[config.mk]
export PLATFORM = sky130hd
export DESIGN_NAME = serial_pattern_gen_flat
export DESIGN_NICKNAME = d
export VERILOG_FILES = /design/src/rtl/serial_pattern_gen_if.sv /design/src/rtl/serial_pattern_gen.sv /design/src/flat_wrapper.sv
export SDC_FILE = /design/constraint.sdc
export NUM_CORES = 1
export LEC_CHECK = 0
export ABC_AREA = 1
export BUFFER_PORTS_ARGS = -buffer_cell sky130_fd_sc_hd__buf_2
export CORE_UTILIZATION = 40
export CTS_CLUSTER_DIAMETER = 50
export DETAILED_ROUTE_END_ITERATION = 12
export GPL_ROUTABILITY_DRIVEN = 0
export PLACE_DENSITY = 0.69
export RECOVER_POWER = 100
export SYNTH_ARGS = -nofsm -noshare
export SYNTH_HDL_FRONTEND = slang
export SYNTH_SLANG_ARGS = --single-unit
[constraint.sdc]
create_clock -name clock -period 2 [get_ports clock]
set_input_delay 0 -clock clock [delete_from_list [all_inputs] [get_ports clock]]
set_output_delay 0 -clock clock [all_outputs]
set_load 0.005 [all_outputs]
[src/rtl/serial_pattern_gen_if.sv]
// Bundle between a pattern-transmitter client and serial_pattern_gen.
// The master side requests transmissions; the slave side drives the serial line and status.
interface serial_pattern_gen_if #(
    parameter int WIDTH = 8,
    parameter int CNT_W = 4
);
    logic             start;
    logic             abort;
    logic [WIDTH-1:0] pattern;
    logic [CNT_W-1:0] repeat_cnt;   // "repeat" is a reserved word; extra passes beyond the first
    logic             out;
    logic             busy;
    logic             done;

    modport master (
        output start, abort, pattern, repeat_cnt,
        input  out, busy, done
    );

    modport slave (
        input  start, abort, pattern, repeat_cnt,
        output out, busy, done
    );
endinterface

[src/rtl/serial_pattern_gen.sv]
// Serial 1-bit pattern transmitter: sends a captured WIDTH-bit pattern MSB-first,
// back-to-back for repeat_cnt+1 passes, then pulses done for one cycle.
module serial_pattern_gen #(
    parameter int WIDTH = 8,
    parameter int CNT_W = 4
) (
    input  logic                clock,
    input  logic                reset,
    serial_pattern_gen_if.slave bus
);
    localparam int BIT_W = (WIDTH > 2) ? $clog2(WIDTH) : 1;

    typedef enum logic [1:0] {IDLE, SHIFT, DONE} state_t;

    state_t           state_q, state_d;
    logic [WIDTH-1:0] pat_q, pat_d;
    logic [CNT_W-1:0] rep_q, rep_d;
    logic [BIT_W-1:0] bit_q, bit_d;
    logic             out_q, out_d;
    logic             busy_q, busy_d;
    logic             done_q, done_d;

    always_ff @(posedge clock or posedge reset) begin
        if (reset) begin
            state_q <= IDLE;
            pat_q   <= '0;
            rep_q   <= '0;
            bit_q   <= '0;
            out_q   <= 1'b0;
            busy_q  <= 1'b0;
            done_q  <= 1'b0;
        end else begin
            state_q <= state_d;
            pat_q   <= pat_d;
            rep_q   <= rep_d;
            bit_q   <= bit_d;
            out_q   <= out_d;
            busy_q  <= busy_d;
            done_q  <= done_d;
        end
    end

    // DONE accepts a new start exactly like IDLE so a held start streams with one gap cycle.
    always_comb begin
        state_d = state_q;
        pat_d   = pat_q;
        rep_d   = rep_q;
        bit_d   = bit_q;
        case (state_q)
            IDLE, DONE: begin
                if (bus.start) begin
                    pat_d   = bus.pattern;
                    rep_d   = bus.repeat_cnt;
                    bit_d   = BIT_W'(WIDTH - 1);
                    state_d = SHIFT;
                end else begin
                    state_d = IDLE;
                end
            end
            SHIFT: begin
                if (bus.abort) begin
                    state_d = IDLE;
                end else if (bit_q != '0) begin
                    bit_d = bit_q - 1'b1;
                end else if (rep_q != '0) begin
                    rep_d = rep_q - 1'b1;
                    bit_d = BIT_W'(WIDTH - 1);
                end else begin
                    state_d = DONE;
                end
            end
            default: state_d = IDLE;
        endcase
    end

    // Outputs are a function of the next state so they appear registered on the same edge.
    always_comb begin
        out_d  = 1'b0;
        busy_d = 1'b0;
        done_d = 1'b0;
        case (state_d)
            SHIFT: begin
                out_d  = pat_d[bit_d];
                busy_d = 1'b1;
            end
            DONE:    done_d = 1'b1;
            default: ;
        endcase
    end

    assign bus.out  = out_q;
    assign bus.busy = busy_q;
    assign bus.done = done_q;
endmodule

[src/flat_wrapper.sv]
// flat-port wrapper written by rule: the top's interface ports become plain ports
module serial_pattern_gen_flat 
#(
    parameter int WIDTH = 8,
    parameter int CNT_W = 4
)
  (clock, reset, bus_start, bus_abort, bus_pattern, bus_repeat_cnt, bus_out, bus_busy, bus_done);
  serial_pattern_gen_if #(.WIDTH(WIDTH), .CNT_W(CNT_W)) bus_i ();
  input  logic clock;
  input  logic reset;
  input wire logic [$bits(bus_i.start)-1:0] bus_start;
  input wire logic [$bits(bus_i.abort)-1:0] bus_abort;
  input wire logic [$bits(bus_i.pattern)-1:0] bus_pattern;
  input wire logic [$bits(bus_i.repeat_cnt)-1:0] bus_repeat_cnt;
  output wire logic [$bits(bus_i.out)-1:0] bus_out;
  output wire logic [$bits(bus_i.busy)-1:0] bus_busy;
  output wire logic [$bits(bus_i.done)-1:0] bus_done;
  assign bus_i.start = bus_start;
  assign bus_i.abort = bus_abort;
  assign bus_i.pattern = bus_pattern;
  assign bus_i.repeat_cnt = bus_repeat_cnt;
  assign bus_out = bus_i.out;
  assign bus_busy = bus_i.busy;
  assign bus_done = bus_i.done;
  serial_pattern_gen #(.WIDTH(WIDTH), .CNT_W(CNT_W)) u_core (.clock(clock), .reset(reset), .bus(bus_i));
endmodule
Word-level counts from Yosys, hierarchy flattened

Cells that the tools add are included.
Widths: inputs -> output; s select.

Input port bits: 16
Word-level logic and storage cells: 46
Register bits: 20
Output and inout port bits: 3

Muxes and demuxes: 22
$add $sub $neg: 2
Equal/unequal tests: 8
Reductions and logical operators: 6
Magnitude comparators: 1

Operators with widths:

| cell                | count |
|---|---|
| $mux 4              | 4 |
| $mux 8              | 2 |
| $mux 3              | 4 |
| $pmux 4 s2          | 1 |
| $mux 2              | 3 |
| $ne 2x2->1 const B  | 3 |
| $pmux 3 s2          | 1 |
| $mux 1              | 5 |
| $reduce_and 5->1    | 1 |
| $eq 2x1->1 const B  | 2 |
| $eq 2x2->1 const B  | 2 |
| $lt 3x4->1 const B  | 1 |
| $pmux 2 s2          | 1 |
| $reduce_bool 4->1   | 1 |
| $sub 4x1->4 const B | 1 |
| $bmux 1 s3          | 1 |
| $reduce_bool 3->1   | 1 |
| $sub 3x1->3 const B | 1 |
| $logic_not 2->1     | 1 |
| $ne 2x1->1 const B  | 1 |
| $reduce_bool 2->1   | 1 |
| $reduce_or 2->1     | 1 |

Depth between registers and ports, before layout

Depth after elaboration: 8
Gate-level depth with buffers: 13
Mapped depth without buffers: 13

Worst setup path before layout

No wires, ideal clock.

Kind: reg-to-reg
From: reg u_core.bit_q[0]
To: reg u_core.out_q (netlist: u_core.bus.out)
Buffers on the path: 0
Arrival: 1.451 ns
Clock period less this slack: 1.567 ns
Cell stages (with the launch flop): 14
Data required time: 1.883 ns
Setup slack: 0.433 ns
Library setup time: 0.117 ns
Path through: dfrtp_1 -> inv_1 -> ha_1 -> inv_1 -> nor2_2 -> nand3_1 -> nand2_2 -> nand3_2 -> nand2_2 -> nand2_1 -> nand2_1 -> nor2_2 -> nor2_1 -> nor2_1

Longest elaborated chain between the ends: 7
Elaborated cells on any way between the ends: 14
Classes of those cells: 1 x add/sub; 1 x eq/ne; 11 x mux; 1 x reduce/logical

Ends and longest elaborated chain:

| element                             | line                     | source |
|---|---|---|
| start: declaration                  | serial_pattern_gen.sv:18 | `logic [BIT_W-1:0] bit_q, bit_d;` |
| start signal: assignment            | serial_pattern_gen.sv:36 | `bit_q <= bit_d;` |
| $sub 3x1->3 (tied with other cells) | serial_pattern_gen.sv:64 | `bit_d = bit_q - 1'b1;` |
| $mux 3                              | serial_pattern_gen.sv:63 | `end else if (bit_q != '0) begin` |
| $mux 3                              | serial_pattern_gen.sv:61 | `if (bus.abort) begin` |
| $pmux 3 s2                          | serial_pattern_gen.sv:49 | `case (state_q)` |
| $bmux 1 s3                          | serial_pattern_gen.sv:83 | `out_d = pat_d[bit_d];` |
| $mux 1 (implied by the code)        | serial_pattern_gen.sv:83 |  |
| $mux 1 *                            | serial_pattern_gen.sv:81 | `case (state_d)` |
| via u_core.out_d                    | serial_pattern_gen.sv:19 | `logic out_q, out_d;` |
| end signal: assignment              | serial_pattern_gen.sv:37 | `out_q <= out_d;` |
| end: declaration                    | serial_pattern_gen.sv:19 |  |

Mark *: on every way through the listed nets, which the timed path passes. The rest lies on a longest branch. The select of a mux whose other input is x is not followed.
A chain may end at the register's enable or synchronous reset.

Worst setup path after layout

From: reg u_core.state_q[0]
To: reg u_core.rep_q[1]

Longest elaborated chain between the ends: 4
Elaborated cells on any way between the ends: 11
Classes of those cells: 6 x eq/ne; 1 x mux; 4 x reduce/logical

Ends and longest elaborated chain:

| element                                                   | line                     | source |
|---|---|---|
| start: declaration                                        | serial_pattern_gen.sv:15 | `state_t state_q, state_d;` |
| start signal: assignment                                  | serial_pattern_gen.sv:33 | `state_q <= state_d;` |
| $eq 2x2->1 or $logic_not 2->1 (tied branches)             | serial_pattern_gen.sv:49 |  |
| $reduce_or 2->1                                           | serial_pattern_gen.sv:49 |  |
| $ne 2x2->1 (no line) or $reduce_bool 2->1 (tied branches) | n/a                      |  |
| $reduce_and 5->1 (no line)                                | n/a                      |  |
| end signal: assignment                                    | serial_pattern_gen.sv:35 | `rep_q <= rep_d;` |
| end: declaration                                          | serial_pattern_gen.sv:17 | `logic [CNT_W-1:0] rep_q, rep_d;` |

Parallel ways exist; a longest one is shown, timed or not.

==> flow_metrics.tcl <==
set metrics [dict create \
    drt_pre_antenna_iters 4 \
    clk_pin_slew_ps 110 \
    power_frac_seq 0.438 \
    ctsHtreeMaxLevel 1 \
    p_total_mw 1.29 \
    grt_pass1_vias 952 \
    hp-class "in -> reg" \
    num_io_pins 19 \
    final_common_cell "inv_1" \
    status "completed" \
    ff2ff_path_depth 7 \
    cts_root_buf "clkbuf_4" \
    hold_viol_final 0 \
    whs_path_depth 3 \
    fin_skew_ps 4.96 \
    cp_slowest_cell "dfrtp_1" \
    p_int_uw 792 \
    fill_cells 253 \
    grt_antenna_before_repair 0 \
    die_h_um 54.9 \
    cp-end-kind "flip-flop" \
    reg2reg_slack_ps 240 \
    drive_above_1_share 0.226 \
    cpPeakStageDelay_ps 450 \
    mostFrequentLayoutCells "inv_1 (25), nand2_1 (24), dfrtp_1 (20), buf_2 (16), o21ai_0 (13)" \
    cts_sinks 20 \
    maxCapViolCount 0 \
    hpwl_um 1540 \
    min_from "bus_pattern[5]" \
    criticalPathCategory "reg -> reg" \
    syn2layout_area_growth_pct 22.9 \
    start_util 0.437 \
    seq_area_frac_synth 0.446 \
    cts_buffer_depth 2 \
    grt_max_degree 21 \
    dieArea_um2 3020 \
    grt_pass1_wl_um 3800 \
    cp.depth 7 \
    final-setup-viol-count 0 \
    fin_nets 189 \
    r2r-start "u_core.state_q[0]" \
    numCtsBuffers 3 \
    fp.coreArea_um2 2570 \
    row_count 18 \
    vias 996 \
    ir_worst_vdd_uv 545 \
    tightest_slew_ps 748 \
    required_ps 2210 \
    fp.dieW_um 54.9 \
    tritoncts "built" \
    path_delay_family "compound AO/OA/AOI/OAI gates" \
    slew_headroom 0.500 \
    synth_edf_count 0 \
    synth_nets 156 \
    p_comb_frac 0.418 \
    p_clk_frac 0.144 \
    insertion_delay_ps 290 \
    grt.overflow.total 0 \
    portBuffers 18 \
    grt_use_total 0.177 \
    synth_area_um2 1120 \
    worstPathArrival_ps 1980 \
    crit_chain "inv_1 -> nand2_4 -> inv_1 -> a31oi_1 -> a21oi_1 -> o211ai_1 -> o21ai_0" \
    cpMostUsedCell "inv_1" \
    rsz0062_at_grt "no" \
    ys_ff_latch 20 \
    yosys_warnings 0 \
    fin_crit_ps 1760 \
    leakage_nw 0.697 \
    fin_crit_sh 0.881 \
    drt_iter0_markers 25 \
    p_switching_uw 496 \
    synth_top_flop_cell "dfrtp_1" \
    design_area_um2 1380 \
    startpoint_type "flip-flop" \
    diodes 0 \
    clock.fmax_mhz 567 \
    drv_slew 0 \
    synth_cells 137 \
    avgSynthCellArea_um2 8.18 \
    critical_path.max_fanout 14 \
    cts_setup_buffers 0 \
    postRouteAntennaNets 0 \
    switching_share 0.385 \
    drc 0 \
    crit_buf_inv 2 \
    wl_per_cell_um 10.8 \
    power.density_nw_per_um2 935 \
    async_flop_share 1.00 \
    hold_end "u_core.pat_q[5]" \
    synth_cell_types 26 \
    setup_tns_ps 0 \
    drt_wl_total_um 2140 \
    r2r-end "u_core.rep_q[1]" \
    final_core_util 0.537 \
    placed_cell_area_um2 1240 \
    post_drt_via_cell_ratio 5.03 \
]
==> sequential cells by signal, summed over array words and instances, names as in the netlist <==
name	flops
u_core.state_q	2
u_core.bus.out	1
u_core.bus.done	1
u_core.rep_q	4
u_core.pat_q	8
u_core.bit_q	3
u_core.bus.busy	1
==> cells by family (layout without fill, tap and decap cells) <==
logic type                 count (synthesis)  after routing  share of synthesized area
and+or+nand+nor                           61             61                      0.279
buffers and inverters                     29             60                      0.102
AOI/OAI and AO/OA                         23             23                      0.132
DFF                                       20             20                      0.446
adders and majority gates                  3              3                     0.0335
xor gates and xnor gates                   1              1                    0.00781
==> timing repair <==
| action | CTS | global route |
|---|---|---|
| hold endpoints to repair | 31 | 0 |
| setup endpoints to repair | 0 | 1 |
| gates resized for setup | 0 | 4 |
| hold buffers | 11 | 0 |
==> cell usage after synthesis (2+ instances only) <==
master | n | area share
nor2_1 | 6 | 0.020
dfrtp_1 | 20 | 0.45
nor2_2 | 2 | 0.011
nand2_1 | 24 | 0.080
ha_1 | 3 | 0.033
nand2_2 | 5 | 0.028
or2_1 | 3 | 0.017
a21oi_2 | 2 | 0.016
nor3_1 | 3 | 0.013
inv_1 | 24 | 0.080
inv_2 | 3 | 0.010
a21oi_1 | 3 | 0.013
nand2_4 | 2 | 0.020
a31oi_1 | 2 | 0.011
or2_0 | 3 | 0.017
o21ai_0 | 12 | 0.054
nand3_2 | 2 | 0.018
nand3_1 | 10 | 0.045
==> final cells by class <==
class	instances	area, um2	share of cell area
multi-input combinational	88	513	0.372
sequential	20	500	0.363
timing repair buffer	29	198	0.144
inverter	28	106	0.0772
tap	30	37.5	0.0272
clock buffer	3	22.5	0.0163
==> worst min-delay path, stage by stage <==
cell and delay, ps:
buf_2 80, o21ai_0 120, inv_1 70
==> worst max path at each step <==
stage	from	to	slack [ps]
after floorplan	u_core.bit_q[0]	u_core.bus.out	430
after global placement	u_core.bit_q[0]	u_core.bus.out	350
after detailed placement	u_core.bit_q[0]	u_core.bus.out	260
after CTS	u_core.bit_q[0]	u_core.bus.out	220
after global routing	u_core.bit_q[0]	u_core.bus.out	30
final	u_core.state_q[0]	u_core.rep_q[1]	240
==> per-layer routing <==
| layer | routed length, um | global-route usage |
|---|---|---|
| met3 | 67 | 0.0328 |
| met2 | 1130 | 0.333 |
| met1 | 911 | 0.202 |
| met5 | 0 | 0 |
| met4 | 29 | 0.0500 |
==> per-stage QoR <==
stage,std cells,worst slack (ps),hold WS [ps]
floorplan,137,433,-36.2
global placement,184,349,158
detailed placement,184,258,173
CTS,198,222,9.36
global route,198,30.7,35.9
finish,198,238,6.90
==> power groups by stage <==
stage	clock [mW]	sequential, mW	combinational (mW)
6_report	0.185	0.564	0.539
5_1_grt	0.202	0.578	0.625
4_1_cts	0.188	0.563	0.534
3_5_place_dp	0	0.573	0.514
3_3_place_gp	0	0.566	0.497
2_1_floorplan	0	0.561	0.412
(Power assumes the default switching activity.)
